$ cat src/rtl/uart_pkg.sv
`timescale 1ns/1ps
// Purpose: shared types and constants for the UART arbitration blocks.
// Latency: n/a (types and constants only).
// Backpressure: n/a.
package uart_pkg;

  // Arbiter sequencing states for one byte in flight.
  typedef enum logic [1:0] {
    IDLE      = 2'd0,
    START     = 2'd1,
    WAIT_BUSY = 2'd2,
    SENDING   = 2'd3
  } arb_state_t;

  // Wide enough for START_TIMEOUT up to 1023.
  localparam int TIMER_W = 10;

  // Width of a requester index; never below one bit.
  function automatic int grant_w(input int n);
    return (n > 2) ? $clog2(n) : 1;
  endfunction

endpackage

$ cat src/rtl/uart_rr_pick.sv
`timescale 1ns/1ps
// Purpose: rotate-priority picker, first set request above ptr with wrap.
// Latency: purely combinational.
// Backpressure: none; the caller decides whether the pick is consumed.
module uart_rr_pick #(
  parameter int N = 4,
  parameter int W = 2
) (
  input  logic [N-1:0] req,
  input  logic [W-1:0] ptr,
  output logic [W-1:0] sel,
  output logic         any_valid
);

  logic [W-1:0] idx;

  // Scan from the farthest slot down to ptr+1 so the closest hit is written last.
  always_comb begin
    sel       = '0;
    any_valid = 1'b0;
    idx       = '0;
    for (int k = N; k >= 1; k--) begin
      idx = W'((int'(ptr) + k) % N);
      if (req[idx]) begin
        sel       = idx;
        any_valid = 1'b1;
      end
    end
  end

endmodule

$ cat src/rtl/uart_tx_arbiter.sv
`timescale 1ns/1ps
// Purpose: round-robin share of one UART transmitter among NUM_REQ byte streams, with packet lock.
// Latency: byte accepted in cycle T, tx_start pulses at T+1; next grant after tx_busy falls.
// Backpressure: req_ready is held low while a byte is in flight or tx_busy is high.
module uart_tx_arbiter
  import uart_pkg::*;
#(
  parameter int NUM_REQ       = 4,
  parameter int MAX_BURST     = 16,
  parameter int START_TIMEOUT = 64
) (
  input  logic                         clk,
  input  logic                         rst,
  input  logic [NUM_REQ-1:0]           req_valid,
  input  logic [8*NUM_REQ-1:0]         req_data,
  input  logic [NUM_REQ-1:0]           req_last,
  output logic [NUM_REQ-1:0]           req_ready,
  output logic [7:0]                   tx_data,
  output logic                         tx_start,
  input  logic                         tx_busy,
  output logic [grant_w(NUM_REQ)-1:0]  grant_id,
  output logic                         grant_active,
  output logic                         timeout_err
);

  localparam int                 GW         = grant_w(NUM_REQ);
  localparam logic [TIMER_W-1:0] TIMER_LAST = TIMER_W'(START_TIMEOUT - 1);
  localparam logic [7:0]         BURST_MAX  = 8'(MAX_BURST);

  arb_state_t         state;
  logic [GW-1:0]      ptr;
  logic [GW-1:0]      lock_id;
  logic [GW-1:0]      sel;
  logic               lock_vld;
  logic               any_valid;
  logic               accept;
  logic               sel_last;
  logic [7:0]         sel_data;
  logic [7:0]         burst_cnt;
  logic [7:0]         burst_nxt;
  logic [TIMER_W-1:0] timer;
  logic [NUM_REQ-1:0] elig;

  // While a packet is locked only its owner competes, so packets never interleave.
  always_comb begin
    elig = req_valid;
    if (lock_vld) begin
      elig          = '0;
      elig[lock_id] = req_valid[lock_id];
    end
  end

  uart_rr_pick #(
    .N (NUM_REQ),
    .W (GW)
  ) u_pick (
    .req       (elig),
    .ptr       (ptr),
    .sel       (sel),
    .any_valid (any_valid)
  );

  // Acceptance handshake and selected-byte mux; reset suppresses a same-cycle accept.
  always_comb begin
    accept    = (state == IDLE) && !tx_busy && any_valid && !rst;
    req_ready = '0;
    if (accept) req_ready[sel] = 1'b1;
    sel_data = '0;
    for (int i = 0; i < NUM_REQ; i++) begin
      if (sel == GW'(i)) sel_data = req_data[8*i +: 8];
    end
    sel_last  = req_last[sel];
    burst_nxt = burst_cnt + 8'd1;
  end

  // Byte sequencer: accept, pulse start, wait for busy rise (with timeout), wait for busy fall.
  always_ff @(posedge clk) begin
    if (rst) begin
      state        <= IDLE;
      ptr          <= GW'(NUM_REQ - 1);
      lock_vld     <= 1'b0;
      lock_id      <= '0;
      burst_cnt    <= '0;
      timer        <= '0;
      tx_data      <= '0;
      tx_start     <= 1'b0;
      grant_id     <= '0;
      grant_active <= 1'b0;
      timeout_err  <= 1'b0;
    end else begin
      tx_start    <= 1'b0;
      timeout_err <= 1'b0;
      case (state)
        IDLE: begin
          if (accept) begin
            tx_data      <= sel_data;
            grant_id     <= sel;
            ptr          <= sel;
            grant_active <= 1'b1;
            tx_start     <= 1'b1;
            state        <= START;
            // Packet end or burst cap both release; ptr already sits on the owner.
            if (sel_last || (burst_nxt == BURST_MAX)) begin
              lock_vld  <= 1'b0;
              burst_cnt <= '0;
            end else begin
              lock_vld  <= 1'b1;
              lock_id   <= sel;
              burst_cnt <= burst_nxt;
            end
          end
        end
        START: begin
          timer <= '0;
          state <= WAIT_BUSY;
        end
        WAIT_BUSY: begin
          if (tx_busy) begin
            state <= SENDING;
          end else if (timer == TIMER_LAST) begin
            // Transmitter never started: drop the byte and free the arbiter.
            timeout_err  <= 1'b1;
            lock_vld     <= 1'b0;
            burst_cnt    <= '0;
            grant_active <= 1'b0;
            state        <= IDLE;
          end else begin
            timer <= timer + 1'b1;
          end
        end
        SENDING: begin
          if (!tx_busy) begin
            grant_active <= 1'b0;
            state        <= IDLE;
          end
        end
        default: state <= IDLE;
      endcase
    end
  end

endmodule
$ cat config.mk
export PLATFORM = sky130hd
export DESIGN_NAME = uart_tx_arbiter
export DESIGN_NICKNAME = d
export VERILOG_FILES = /design/src/rtl/uart_pkg.sv /design/src/rtl/uart_rr_pick.sv /design/src/rtl/uart_tx_arbiter.sv
export SDC_FILE = /design/constraint.sdc
export NUM_CORES = 1
export LEC_CHECK = 0
export ABC_AREA = 1
export CORE_UTILIZATION = 49
export DETAILED_ROUTE_END_ITERATION = 12
export GPL_TIMING_DRIVEN = 0
export PLACE_DENSITY = 0.81
export SETUP_SLACK_MARGIN = 0.3
export SYNTH_ARGS = -nofsm -noshare
export SYNTH_HDL_FRONTEND = slang
export SYNTH_SLANG_ARGS = --single-unit
$ cat constraint.sdc
create_clock -name clk -period 2.15 [get_ports clk]
set_input_delay 0.43 -clock clk [delete_from_list [all_inputs] [get_ports clk]]
set_output_delay 0.43 -clock clk [all_outputs]
set_load 0.05 [all_outputs]
==> reports/metrics.cfg <==
[pwr]
p_per_area_mw_per_mm2 = 1900
ir_drop_mv = 1.33
p_leak_uw = 0.00165

[placed_design]
dp_hpwl_um = 4360
dp_slack_ps = -1370
io_buffers = 58
place.gp.congestion = 0.911

[global_route]
grt_pass1_vias = 2654
overflow = 0
grtUsageMet1_pct = 39.5
grt_max_degree = 14
grt_usage_pct = 33.0
grt_pass1_wl_um = 12700
antenna_found_initial = 0
met2_usage_pct = 54.9
busiest_layer = met2
grt_use_met3_pct = 8.37

[synth]
syn_inst = 334
ys_types = 30
ys_seq_area_share_pct = 33.7
synthArstFlopShare_pct = 0
avgSynthCellArea_um2 = 6.75
synth.area.top_cells = dfxtp_1, nand2_1, nand3_1
synth_edf_count = 0
synthFlopType = dfxtp_1
syn_nets = 383
synth.cell_area_mm2 = 0.00226
yosysTopAreaCell = dfxtp_1
synth-seq-cells = 38
synthDominantCellAreaShare_pct = 33.7
synth_warnings = 0

[routing]
viasPerCell = 5.98
wl_um = 8270
wl_per_cell_um = 17.2
vias = 2880
drtAntennaViolNets = 0
drt_iter0_drc = 218
drt-pass1-iter-count = 5
drc_errors = 0

[job]
drv_cap = 0

[clock_network]
cts_tree = done
cts_buffer_depth = 2
htree_levels = 2
cts.clk_slew.worst_paths_ps = 90
cts_root_buf = clkbuf_8
cts_buffers = 5
clkLatencyLatePin_ps = 310
cts_sinks = 38
cts_hold_buffers = 0

[worst_setup_path]
crit_top_cell = nand2_2
start_kind = register
crit_slowest_cell = dfxtp_4
cp_cell_sequence = nand4_1, nand3_1, nand3b_1, nand2_2, clkinv_2, nand2_2, nand3_2, nand2_2, buf_6, buf_8, nand2_8, nor2_4, buf_6
crit_fanout = 5
endpoint_kind = output port
arrival_ps = 2180
worstPathRequired_ps = 1720
max_stage_delay_ps = 390
crit_type = reg2out

[floorplan]
ios = 60
die-height_um = 69.9
fp.dieArea_mm2 = 0.00488
start_util_pct = 51.5
core_area_mm2 = 0.00438
die_w_um = 69.9
num_rows = 24

[layout]
fillCellCount = 237
area_growth_pct = 64.7
antenna_cells = 0
fin_nets = 478
drive_gt1_share_pct = 33.3

[sta]
drv_slew = 0
finalHoldViolCount = 0
worst_slack_ps = -457
tightest_slew_ps = 546
slew_headroom_pct = 63.8
fin_tns_setup_ps = -6590
fin_crit_sh_pct = 121
clock.fmax_ghz = 0.384
setup_viol = 22
fin_crit_ps = 2610
fin_worst_skew_ps = 13.0
rsz0062_at_grt = yes

[worst_hold_path]
hold_path.class = reg2reg

[run_status]
status = finished, violations left
violations = setup timing

## through the flow
step	cells	total power, µW	utilization (%)	hold slack, ps	cell area (µm²)
floorplan	334	3540	-	421	2310
global placement	444	4280	67.5	431	2960
detailed placement	444	4320	67.5	439	2960
CTS	477	6580	81.1	451	3560
global route	482	7400	84.7	482	3710
finish	482	7070	84.7	465	3710
## critical path, delay by kind of cell (launching register included)
kind / cells / cell delay, ps
simple gates: 9 / 980
buf+inv: 4 / 470
flops: 1 / 390
## per-layer routing
metal | up-vias | part of all wire (%)
li1 | 1326 | -
met1 | 1330 | 38
met2 | 184 | 49
met3 | 40 | 8.3
met4 | 0 | 4.7
met5 | - | 0
## final timing paths
check        slack [ps]            to    startpoint  cells after the start
max reg2reg        -420    lock_id[0]      lock_vld                     21
max                -460  req_ready[1]      lock_vld                     13
min                 470  grant_active  grant_active                      2
min reg2reg         470  grant_active  grant_active                      2
## synth_stat cells, types with 2 or more instances
cell type	instances
a21oi_1	31
a31oi_1	8
buf_2	4
buf_6	3
clkbuf_1	4
dfxtp_1	38
ha_1	6
inv_1	29
inv_2	7
nand2_1	74
nand2_2	5
nand3_1	44
nand3_2	4
nand3b_1	2
nand4_1	14
nor2_1	22
nor2_2	2
nor3_1	4
nor4_1	3
o21ai_0	16
o21ai_1	2
xnor2_1	2
xor2_1	3
## cells in the final DEF (no fill, tap or decap), types with 4 or more instances in the layout
cell type | synthesis | final
inv_1 | 29 | 22
dfxtp_1 | 38 | 30
ha_1 | 6 | 4
nand4_1 | 14 | 14
nand2_1 | 74 | 59
buf_6 | 3 | 17
a21oi_1 | 31 | 21
inv_2 | 7 | 11
clkbuf_8 | 0 | 5
a31oi_1 | 8 | 8
nand2_4 | 0 | 4
o21ai_0 | 16 | 13
a21oi_2 | 0 | 9
nor2_4 | 0 | 5
dlygate4sd2_1 | 0 | 16
clkdlybuf4s50_1 | 0 | 36
nand3_2 | 4 | 17
nand2_2 | 5 | 15
dfxtp_2 | 0 | 6
buf_4 | 1 | 18
nand3_1 | 44 | 30
nor2_1 | 22 | 17
## kinds of logic after synthesis
logic type / synth area share [%]
xor+xnor: 2.66
flops: 33.7
buf+inv: 9.82
compound gates: 14.8
simple gates: 35.7
fa+ha+maj: 3.33
## report_power, final
part	internal, µW	switching (µW)	total (µW)
registers	848	122	970
logic	2190	3150	5350
clock network	465	289	754
## flip-flops by register name, summed over array words and instances, names as in the netlist
name	flops
timer	10
burst_cnt	8
tx_data	8
grant_id	2
lock_id	2
ptr	2
state	2
grant_active	1
lock_vld	1
timeout_err	1
tx_start	1
## layout make-up
cell class / instances / area, µm² / share of cell area, %
Multi-Input combinational cell: 248 / 1640 / 44.1
Timing Repair Buffer: 86 / 826 / 22.2
Sequential cell: 38 / 776 / 20.9
Inverter: 38 / 159 / 4.28
Buffer: 12 / 115 / 3.10
Clock buffer: 5 / 68.8 / 1.85
Clock inverter: 3 / 68.8 / 1.85
Tap cell: 52 / 65.1 / 1.75
## timing repair
action                                 4_1_cts  5_1_grt
pin swaps                                   34       28
buffers inserted                            22        5
setup endpoints to repair                   45       37
gates cloned                                 3        0
endpoints found under the hold margin        0        0
gates resized for setup                    124       34
(Power assumes the default switching activity.)
